$ cat src/rtl/cpu_mon_pkg.sv
// Shared types and default sizing for the cpu check monitor.
package cpu_mon_pkg;

  typedef enum logic [2:0] {
    IDLE,
    ARMED,
    QUAL,
    FAULT,
    REPORT,
    WAIT_LOW
  } state_e;

  localparam int unsigned DEF_QUAL_CYCLES = 4;
  localparam int unsigned DEF_CNT_W       = 8;
  localparam int unsigned DEF_TS_W        = 16;
  localparam int unsigned QUAL_W          = 8;

endpackage

$ cat src/rtl/cpu_check_monitor.sv
// Debounces the cpu sig/checker condition into counted, timestamped fault
// reports delivered over a valid/ready handshake.
module cpu_check_monitor
  import cpu_mon_pkg::*;
#(
  parameter int unsigned QUAL_CYCLES = DEF_QUAL_CYCLES,
  parameter int unsigned CNT_W       = DEF_CNT_W,
  parameter int unsigned TS_W        = DEF_TS_W
) (
  input  logic             clk,
  input  logic             rst_n,
  input  logic             en_i,
  input  logic             clr_i,
  input  logic             cpu_sig_i,
  input  logic             cpu_checker_i,
  output logic             rpt_valid_o,
  input  logic             rpt_ready_i,
  output logic [CNT_W-1:0] rpt_count_o,
  output logic [TS_W-1:0]  rpt_ts_o,
  output logic             fault_o,
  output logic             busy_o
);

  state_e             state_q, state_d;
  logic [QUAL_W-1:0]  qual_q, qual_d;
  logic [TS_W-1:0]    ts_q;
  logic [TS_W-1:0]    ts_first_q;
  logic [CNT_W-1:0]   fault_cnt_q;
  logic [CNT_W-1:0]   cnt_inc_c;
  logic               hit_c;
  logic               capture_c;

  assign hit_c     = cpu_sig_i & cpu_checker_i;
  assign cnt_inc_c = (fault_cnt_q == {CNT_W{1'b1}}) ? fault_cnt_q
                                                    : fault_cnt_q + CNT_W'(1);

  // Next-state and qualification counter
  always_comb begin
    state_d   = state_q;
    qual_d    = qual_q;
    capture_c = 1'b0;
    case (state_q)
      IDLE: begin
        if (en_i) state_d = ARMED;
      end
      ARMED: begin
        if (!en_i) begin
          state_d = IDLE;
        end else if (hit_c) begin
          capture_c = 1'b1;
          if (QUAL_CYCLES == 1) begin
            state_d = FAULT;
          end else begin
            state_d = QUAL;
            qual_d  = QUAL_W'(1);
          end
        end
      end
      QUAL: begin
        if (!en_i) begin
          state_d = IDLE;
          qual_d  = '0;
        end else if (!hit_c) begin
          state_d = ARMED;
          qual_d  = '0;
        end else begin
          qual_d = qual_q + QUAL_W'(1);
          if (qual_d == QUAL_W'(QUAL_CYCLES)) state_d = FAULT;
        end
      end
      FAULT: begin
        state_d = REPORT;
        qual_d  = '0;
      end
      REPORT: begin
        if (rpt_ready_i) state_d = WAIT_LOW;
      end
      WAIT_LOW: begin
        if (!hit_c) state_d = en_i ? ARMED : IDLE;
      end
      default: state_d = IDLE;
    endcase
  end

  // State, timestamp and qualification registers
  always_ff @(posedge clk or negedge rst_n) begin
    if (!rst_n) begin
      state_q    <= IDLE;
      qual_q     <= '0;
      ts_q       <= '0;
      ts_first_q <= '0;
    end else begin
      state_q <= state_d;
      qual_q  <= qual_d;
      if (en_i)      ts_q       <= ts_q + TS_W'(1);
      if (capture_c) ts_first_q <= ts_q;
    end
  end

  // Fault accounting; clear takes priority over a coincident fault
  always_ff @(posedge clk or negedge rst_n) begin
    if (!rst_n) begin
      fault_cnt_q <= '0;
      fault_o     <= 1'b0;
    end else if (clr_i) begin
      fault_cnt_q <= '0;
      fault_o     <= 1'b0;
    end else if (state_q == FAULT) begin
      fault_cnt_q <= cnt_inc_c;
      fault_o     <= 1'b1;
    end
  end

  // Report payload and registered status outputs
  always_ff @(posedge clk or negedge rst_n) begin
    if (!rst_n) begin
      rpt_count_o <= '0;
      rpt_ts_o    <= '0;
      rpt_valid_o <= 1'b0;
      busy_o      <= 1'b0;
    end else begin
      if (state_q == FAULT) begin
        rpt_count_o <= cnt_inc_c;
        rpt_ts_o    <= ts_first_q;
      end
      rpt_valid_o <= (state_d == REPORT);
      busy_o      <= !(state_d == IDLE || state_d == ARMED);
    end
  end

endmodule

$ cat config.mk
export PLATFORM = sky130hd
export DESIGN_NAME = cpu_check_monitor
export DESIGN_NICKNAME = d
export VERILOG_FILES = /design/src/rtl/cpu_mon_pkg.sv /design/src/rtl/cpu_check_monitor.sv
export SDC_FILE = /design/constraint.sdc
export NUM_CORES = 1
export LEC_CHECK = 0
export ABC_AREA = 1
export CAP_MARGIN = 20
export CORE_MARGIN = 4
export CORE_UTILIZATION = 65
export CTS_BUF_LIST = sky130_fd_sc_hd__clkbuf_8
export DETAILED_ROUTE_END_ITERATION = 10
export DONT_BUFFER_PORTS = 1
export MAX_ROUTING_LAYER = met4
export PLACE_DENSITY_LB_ADDON = 0.1
export SLEW_MARGIN = 20
export SYNTH_ARGS = -nofsm -noshare
export SYNTH_HDL_FRONTEND = slang
export SYNTH_SLANG_ARGS = --single-unit
$ cat constraint.sdc
create_clock -name clk -period 1.9 [get_ports clk]
set_input_delay 0.285 -clock clk [delete_from_list [all_inputs] [get_ports clk]]
set_output_delay 0.285 -clock clk [all_outputs]
set_load 0.005 [all_outputs]
Word level (Yosys, flattened, before mapping)
Index checks and enable logic that the tools add are counted.
{"block": "totals", "out_inout_bits": 27, "latch_bits": 0, "inputBits": 7, "elab_cells": 55, "n_memories": 0, "ramBits": 0, "rom_bits": 0, "regBits": 78}
{"block": "classes", "n_lt_le_gt_ge": 0, "n_bitwise": 1, "n_div": 0, "addsub": 3, "mul": 0, "shift": 0, "reduce_logical": 7, "muxes": 23, "n_eq_ne": 11}
{"op": "2-to-1 mux 8 bit", "count": 7}
{"op": "2-to-1 mux 3 bit", "count": 8}
{"op": "case mux 8 bit (3 select lines)", "count": 1}
{"op": "case mux 3 bit (6 select lines)", "count": 1}
{"op": "adder 16 x 1 -> 16 bit (second input constant)", "count": 1}
{"op": "adder 8 x 1 -> 8 bit (second input constant)", "count": 2}
{"op": "equality test 3 bit (second input constant)", "count": 3}
{"op": "equality test 8 x 3 -> 1 bit (second input constant)", "count": 1}
{"op": "equality test 8 bit (second input constant)", "count": 1}
{"op": "equality test 3 x 1 -> 1 bit (second input constant)", "count": 2}
{"op": "equality test 3 x 2 -> 1 bit (second input constant)", "count": 2}
{"op": "zero test 3 bit", "count": 2}
{"op": "2-to-1 mux 1 bit", "count": 6}
{"op": "inequality test 2 bit (second input constant)", "count": 2}
{"op": "AND reduction 3 bit", "count": 1}
{"op": "nonzero test 3 bit", "count": 1}
{"op": "nonzero test 2 bit", "count": 1}
{"op": "bitwise AND 1 bit", "count": 1}
{"op": "zero test 1 bit", "count": 1}
{"op": "logical OR 1 bit", "count": 1}

Longest topological paths before layout
Gate-level depths: netlist (run 1).
{"block": "logic_depth", "ltp_word": 9, "ltp_mapped": 13, "mapped_depth_nobuf": 13}

Worst setup path before layout (run 1)
No wires, ideal clock.
{"block": "synth_path", "kind": "reg-to-reg", "start": "register fault_cnt_q[0]", "end": "register fault_cnt_q[1]", "slack_ps": 444, "n_path_buf": 0, "arrival_time_ps": 1321, "path_stages_with_launch": 9, "required_ps": 1766, "setup_ps": 134, "synth_period_minus_slack_ps": 1456, "cell_sequence": "dfrtp_1 > ha_1 > nand2_1 > nor2_1 > inv_1 > nor2_4 > or2_2 > o211ai_1 > a21oi_1"}
{"block": "synth_via", "elab_chain_cells": 4, "elab_cells_between_ends": 5, "classes_between": "1 x add/sub; 1 x eq/ne; 3 x mux"}
{"element": "start, declared", "line_no": "cpu_check_monitor.sv:28", "source": "logic [CNT_W-1:0] fault_cnt_q;"}
{"element": "start signal, assigned", "line_no": "cpu_check_monitor.sv:109", "source": "fault_cnt_q <= cnt_inc_c;"}
{"element": "adder 8 x 1 -> 8 bit or equality test 8 bit (tied branches)", "line_no": "cpu_check_monitor.sv:35, cpu_check_monitor.sv:34"}
{"element": "2-to-1 mux 8 bit *", "line_no": "cpu_check_monitor.sv:34", "source": "assign cnt_inc_c = (fault_cnt_q == {CNT_W{1'b1}}) ? fault_cnt_q"}
{"element": "2-to-1 mux 8 bit *", "line_no": "cpu_check_monitor.sv:108", "source": "end else if (state_q == FAULT) begin"}
{"element": "2-to-1 mux 8 bit *", "line_no": "cpu_check_monitor.sv:105", "source": "end else if (clr_i) begin"}
Mark *: on every way between the ends. The rest lies on a longest branch, timed or not. The select of a mux whose other input is x is not followed.
A chain may end at the register's enable or synchronous reset.

Worst setup path in the final report (run 1)
{"block": "layout_path", "start": "register fault_cnt_q[1]", "end": "register fault_cnt_q[0]"}
{"block": "layout_via", "elab_chain_cells": 4}
{"element": "equality test 8 bit", "line_no": "cpu_check_monitor.sv:34"}
{"element": "2-to-1 mux 8 bit", "line_no": "cpu_check_monitor.sv:34"}
{"element": "2-to-1 mux 8 bit", "line_no": "cpu_check_monitor.sv:108"}
{"element": "2-to-1 mux 8 bit", "line_no": "cpu_check_monitor.sv:105"}
Every way passes these cells. The select of a mux whose other input is x is not followed.

==> flow_metrics.env, run 1 <==
export IMPL_maxSlewHeadroom_pct=69.5
export IMPL_grtUsageTotal_pct=22.9
export IMPL_whs_ns=-0.375
export IMPL_hpwl_mm=4.47
export IMPL_post_cts_buffers=0
export IMPL_async_flop_share_pct=100
export IMPL_fin_tns_setup_ns=0
export IMPL_cts_clk_slew_worst_paths_ns=0.08
export IMPL_die_area_sq_um=6660
export IMPL_first_iter_violations=187
export IMPL_violations="negative hold slack"
export IMPL_final_hold_violation_count=78
export IMPL_cts_tree="built"
export IMPL_use_met1_pct=31.4
export IMPL_worst_path_max_fanout=5
export IMPL_syn2layout_area_growth_pct=6.82
export IMPL_fillerInstances=368
export IMPL_die_height_microns=81.6
export IMPL_drive_gt1_share_pct=10.9
export IMPL_synth_edf_count=0
export IMPL_hold_class="in -> async"
export IMPL_peakVddDrop_mv=0.694
export IMPL_clock_sinks=78
export IMPL_place_area_sq_um=3580
export IMPL_endpoint_kind="flip-flop"
export IMPL_synth_cells=383
export IMPL_ctsHoldBuffers=1
export IMPL_p_leak_nw=1.92
export IMPL_cts_buffers=9
export IMPL_clk_latency_ns=0.34
export IMPL_grt_pass1_wl_mm=11.2
export IMPL_ant_nets=0
export IMPL_die_w_microns=81.6
export IMPL_synth_ff_type="dfrtp_1"
export IMPL_tightest_slew_ns=0.455
export IMPL_drcViolationCount=0
export IMPL_grt_overflow=0
export IMPL_synthTopCellsByArea="dfrtp_1, nand2_1, inv_1, xor2_1, o21ai_0"
export IMPL_syn_nets=394
export IMPL_setup_viol=0
export IMPL_wire_per_inst_microns=13.8
export IMPL_rows=26
export IMPL_coreArea_sq_um=5170
export IMPL_use_met3_pct=4.39
export IMPL_powerDensity_nw_per_um2=1120
export IMPL_fin_crit_ns=1.69
export IMPL_drv_slew=0
export IMPL_drt_total_wl_mm=6.40
export IMPL_viasPerCell=5.46
export IMPL_fmax_ghz=0.593
export IMPL_cts_resized=0
export IMPL_design_area_sq_um=3760
export IMPL_cpPeakStageDelay_ns=0.41
export IMPL_crit_type="reg -> reg"
export IMPL_clockRootBuffer="clkbuf_8"
export IMPL_grt_max_degree=79
export IMPL_cts_max_path_buffers=2
export IMPL_syn_area_per_cell_sq_um=9.19
export IMPL_crit_path_start_kind="flip-flop"
export IMPL_cpMaxStageDelayCell="dfrtp_1"
export IMPL_grt_pass1_vias=2400
export IMPL_start_util_pct=68.1
export IMPL_vias=2526
export IMPL_ys_types=39
export IMPL_cap_violations=0
export IMPL_period_share_pct=88.7
export IMPL_crit_arrival_ns=1.94
export IMPL_yosys_area_top_type="dfrtp_1"
export IMPL_antenna_cells=0
export IMPL_antenna_found_initial=0
export IMPL_postLayoutSetupSlackWorst_ns=0.215
export IMPL_rsz0062_at_grt="no"
export IMPL_crit_top_cell="a21oi_1"
export IMPL_synthesis_area_sq_um=3520
export IMPL_fin_nets=399
export IMPL_synth_top_cell_area_share_pct=55.4
export IMPL_ios=34
export IMPL_yosys_warnings=0
export IMPL_synth_seq_cells=78
export IMPL_crit_chain="ha_1 -> nand2_1 -> nor2_1 -> inv_1 -> nor2_4 -> inv_2 -> a21oi_1 -> o21ai_1 -> a21oi_1"
export IMPL_yosysSeqAreaShare_pct=55.4
export IMPL_first_pass_iters=4
export IMPL_place_gp_congestion=0.903
export IMPL_cp_required_ns=2.16
export IMPL_utilization_pct=72.7
export IMPL_dp_slack_ns=0.258
export IMPL_cts_htree_levels=3
export IMPL_top_usage_layer="met2"
export IMPL_outcome="complete, but fails checks"
export IMPL_grt_use_met2_pct=32.9
export IMPL_finalClockSkew_ns=0.0123
export IMPL_port_buffers=0
[routing by layer]
layer,part of all wire [%],up-vias,wire (microns)
met5,0,-,0
met2,45,72,2880
met1,47,1199,3010
li1,-,1242,-
met4,2.6,0,166
met3,5.4,13,349
[logic make-up after synthesis]
kind of cell | after synthesis | synth area share, %
fa+ha+maj | 4 | 1.42
buf+inv | 55 | 6.43
compound gates | 49 | 7.82
simple gates | 180 | 24.2
xor+xnor | 14 | 3.48
flops | 78 | 55.4
mux | 3 | 1.17
[worst paths after layout]
kind	from	to	slack (ns)	cells past startpoint
min in group clk	en_i	ts_q[0]	0.04	1
max in group asynchronous	rst_n	state_q[0]	2.17	0
setup / recovery	fault_cnt_q[1]	fault_cnt_q[0]	0.21	9
hold reg to reg	ts_first_q[9]	rpt_ts_o[9]	0.48	2
hold / removal	rst_n	fault_cnt_q[3]	-0.37	0
setup reg to reg	fault_cnt_q[1]	fault_cnt_q[0]	0.21	9
[state kept, by name, indices dropped and copies added (netlist names)]
register and cells:
fault_o 1, rpt_ts_o 16, rpt_valid_o 1, rpt_count_o 8, state_q 3, ts_first_q 16, fault_cnt_q 8, qual_q 8
ts_q 16, busy_o 1
[layout make-up]
cell class	instances	area (sq um)	share of cell area [%]
Sequential cell	78	1950	51.9
Clock inverter	6	37.5	0.998
Clock buffer	10	138	3.66
Multi-Input combinational cell	250	1340	35.7
Tap cell	70	87.6	2.33
Inverter	45	171	4.56
Timing Repair Buffer	4	32.5	0.865
[worst max-delay path: cells and delay by family, from the launching register on]
kind / cells / cell delay (ns)
AND/OR/NAND/NOR: 3 / 0.43
AO/OA/AOI/OAI: 3 / 0.36
adder cells (fa/ha/maj): 1 / 0.20
buffers and inverters: 2 / 0.19
flip-flops: 1 / 0.41
[per-stage QoR]
step / power [mW] / hold slack [ns] / cells
floorplan: 2.94 / -0.0106 / 383
global placement: 3.09 / -0.00873 / 446
detailed placement: 3.14 / -0.00869 / 446
CTS: 4.23 / -0.385 / 463
global route: 4.50 / -0.400 / 463
finish: 4.19 / -0.375 / 463
[cell usage after synthesis (4+ instances only)]
master / count
nand2_1: 119
dfrtp_1: 78
o21ai_0: 23
nor2_1: 16
inv_1: 39
o211ai_1: 5
nand3_1: 19
xor2_1: 14
nand4_1: 4
nor3_1: 5
ha_1: 4
nor2_4: 4
a21oi_1: 13
clkbuf_1: 4
inv_2: 5
[cells in the final DEF (no fill, tap or decap), drive strengths merged]
master,netlist,routed
nor3,6,6
xor2,14,14
clkbuf,4,10
nand3,21,21
nand3b,2,2
clkinvlp,0,3
nand2,120,120
dlygate4sd3,0,1
o21bai,2,2
mux2,3,3
buf,6,3
o22ai,2,2
inv,45,45
a211o,1,1
nor2,22,22
nand4,5,5
a21oi,13,13
o211ai,5,5
or2,1,1
ha,4,4
nor4,2,2
and2,1,1
o31ai,1,1
o21ai,24,24
clkinv,0,3
o221ai,1,1
dfrtp,78,78
[power breakdown]
group	total, mW	internal, mW	switching, mW
logic	0.662	0.269	0.393
registers	2.45	2.08	0.361
clock network	1.09	0.502	0.585
(Power assumes the default switching activity.)
==> run 2: changes to the inputs <==
Settings changed: ABC_CLOCK_PERIOD_IN_PS set to 1900, CORE_UTILIZATION 65 to 60, CTS_CLUSTER_DIAMETER set to 40.
==> run 2 against run 1 <==
  * Via count fell by 1.9%
  * The flow still finishes with violations (negative hold slack)
  * Largest power group unchanged
  * Flip-flop and latch count did not move
  * First-iteration DRC count fell by 34%
  * Highest routed layer unchanged
  * Worst setup slack improved by 0.036 ns
==> flow_metrics.env, run 2 (synthesis results as in run 1) <==
export IMPL_outcome="complete, but fails checks"
export IMPL_violations="negative hold slack"
export IMPL_maxSlewHeadroom_pct=73.3
export IMPL_drcViolationCount=0
export IMPL_peakVddDrop_mv=0.602
export IMPL_die_w_microns=84.6
export IMPL_fin_crit_ns=1.65
export IMPL_final_hold_violation_count=78
export IMPL_fin_tns_setup_ns=0
export IMPL_rsz0062_at_grt="no"
export IMPL_utilization_pct=67.5
export IMPL_crit_arrival_ns=1.87
export IMPL_grtUsageTotal_pct=19.4
export IMPL_clockRootBuffer="clkbuf_8"
export IMPL_crit_path_start_kind="flip-flop"
export IMPL_die_height_microns=84.6
export IMPL_final_cell_mix="nand2_1, dfrtp_1, inv_1"
export IMPL_cts_tree="built"
export IMPL_clk_latency_ns=0.34
export IMPL_ctsHoldBuffers=1
export IMPL_rows=27
export IMPL_endpoint_kind="flip-flop"
export IMPL_r2r_end="fault_cnt_q[1]"
export IMPL_cap_violations=0
export IMPL_grt_max_degree=79
export IMPL_grt_overflow=0
export IMPL_place_gp_congestion=0.915
export IMPL_hpwl_mm=4.27
export IMPL_crit_type="reg -> reg"
export IMPL_whs_ns=-0.378
export IMPL_worstSetupEndpoint="fault_cnt_q[1]"
export IMPL_coreArea_sq_um=5610
export IMPL_grt_pass1_vias=2359
export IMPL_port_buffers=0
export IMPL_drt_total_wl_mm=6.12
export IMPL_reg_largest_list="rpt_ts_o x16, ts_first_q x16, ts_q x16"
export IMPL_final_common_cell="nand2_1"
export IMPL_p_leak_nw=1.93
export IMPL_wire_per_inst_microns=13.1
export IMPL_finalClockSkew_ns=0.00960
export IMPL_start_util_pct=62.8
export IMPL_worst_path_max_fanout=5
export IMPL_cp_required_ns=2.12
export IMPL_postLayoutSetupSlackWorst_ns=0.251
export IMPL_fmax_ghz=0.606
export IMPL_drive_gt1_share_pct=11.6
export IMPL_total_power_mw=4.23
export IMPL_period_share_pct=86.8
export IMPL_vias=2479
export IMPL_antenna_cells=0
export IMPL_fin_nets=401
export IMPL_cts_clk_slew_worst_paths_ns=0.09
export IMPL_grt_pass1_wl_mm=11.0
export IMPL_dp_slack_ns=0.253
export IMPL_ant_nets=0
export IMPL_ios=34
export IMPL_tightest_slew_ns=0.397
export IMPL_cts_max_path_buffers=2
export IMPL_regToRegSetupSlack_ns=0.25
export IMPL_powerDensity_nw_per_um2=1120
export IMPL_antenna_found_initial=0
export IMPL_cts_htree_levels=3
export IMPL_drv_slew=0
export IMPL_syn2layout_area_growth_pct=7.57
export IMPL_hold_class="in -> async"
export IMPL_first_iter_violations=124
export IMPL_r2r_start="fault_cnt_q[0]"
export IMPL_startpoint="fault_cnt_q[0]"
export IMPL_die_area_sq_um=7160
export IMPL_cts_buffers=9
export IMPL_setup_viol=0
export IMPL_fillerInstances=463
export IMPL_rr_worst_depth=8
export IMPL_clock_sinks=78
export IMPL_first_pass_iters=4
export IMPL_viasPerCell=5.31
==> run 2: worst min path at each step <==
stage | slack (ns) | start | cells after the start | to
global route | -0.41 | rst_n | 0 | ts_first_q[2]
CTS | -0.39 | rst_n | 0 | rpt_ts_o[5]
finish | -0.38 | rst_n | 0 | fault_cnt_q[6]
detailed placement | -0.009 | rst_n | 0 | rpt_count_o[4]
global placement | -0.009 | rst_n | 0 | rpt_count_o[4]
floorplan | -0.01 | rst_n | 0 | busy_o
==> run 2: metal layers <==
layer,global-route usage [%],share of wire (%)
met5,-,0
met4,6.62,1.7
met3,5.79,5.5
met2,26.6,43
met1,27.6,49
==> run 2: repair_timing <==
| item | CTS | global route |
|---|---|---|
| buffers inserted | 0 | 1 |
| gates resized for setup | 0 | 1 |
| endpoints found under the setup margin | 0 | 1 |
| hold endpoints to repair | 87 | 78 |
==> run 2: power by group <==
group / leakage (nW) / internal (mW) / switching (mW) / total (mW)
clock network: 0.0800 / 0.489 / 0.640 / 1.13
logic: 0.845 / 0.281 / 0.384 / 0.666
registers: 1.00 / 2.08 / 0.355 / 2.44
==> run 2: metrics by stage <==
stage	instance area [sq um]	hold WS, ns	cells
finish	3790	-0.378	467
detailed placement	3590	-0.00871	449
global route	3790	-0.405	467
CTS	3780	-0.392	466
floorplan	3520	-0.0106	383
global placement	3590	-0.00887	449
==> run 2: final cells by class <==
class | instances | area [sq um] | area share (%)
clock inverter | 7 | 58.8 | 1.55
multi-input combinational | 250 | 1340 | 35.4
timing repair buffer | 6 | 47.5 | 1.26
clock buffer | 9 | 124 | 3.27
tap | 72 | 90.1 | 2.38
inverter | 45 | 171 | 4.53
sequential | 78 | 1950 | 51.6
==> run 2: critical path, cell delays in order (launching register included) <==
cell	delay, ns
dfrtp_1	0.41
ha_1	0.18
nand2_1	0.07
nor2_1	0.18
inv_1	0.11
nor2_4	0.16
inv_2	0.07
o211ai_1	0.23
a21oi_1	0.10
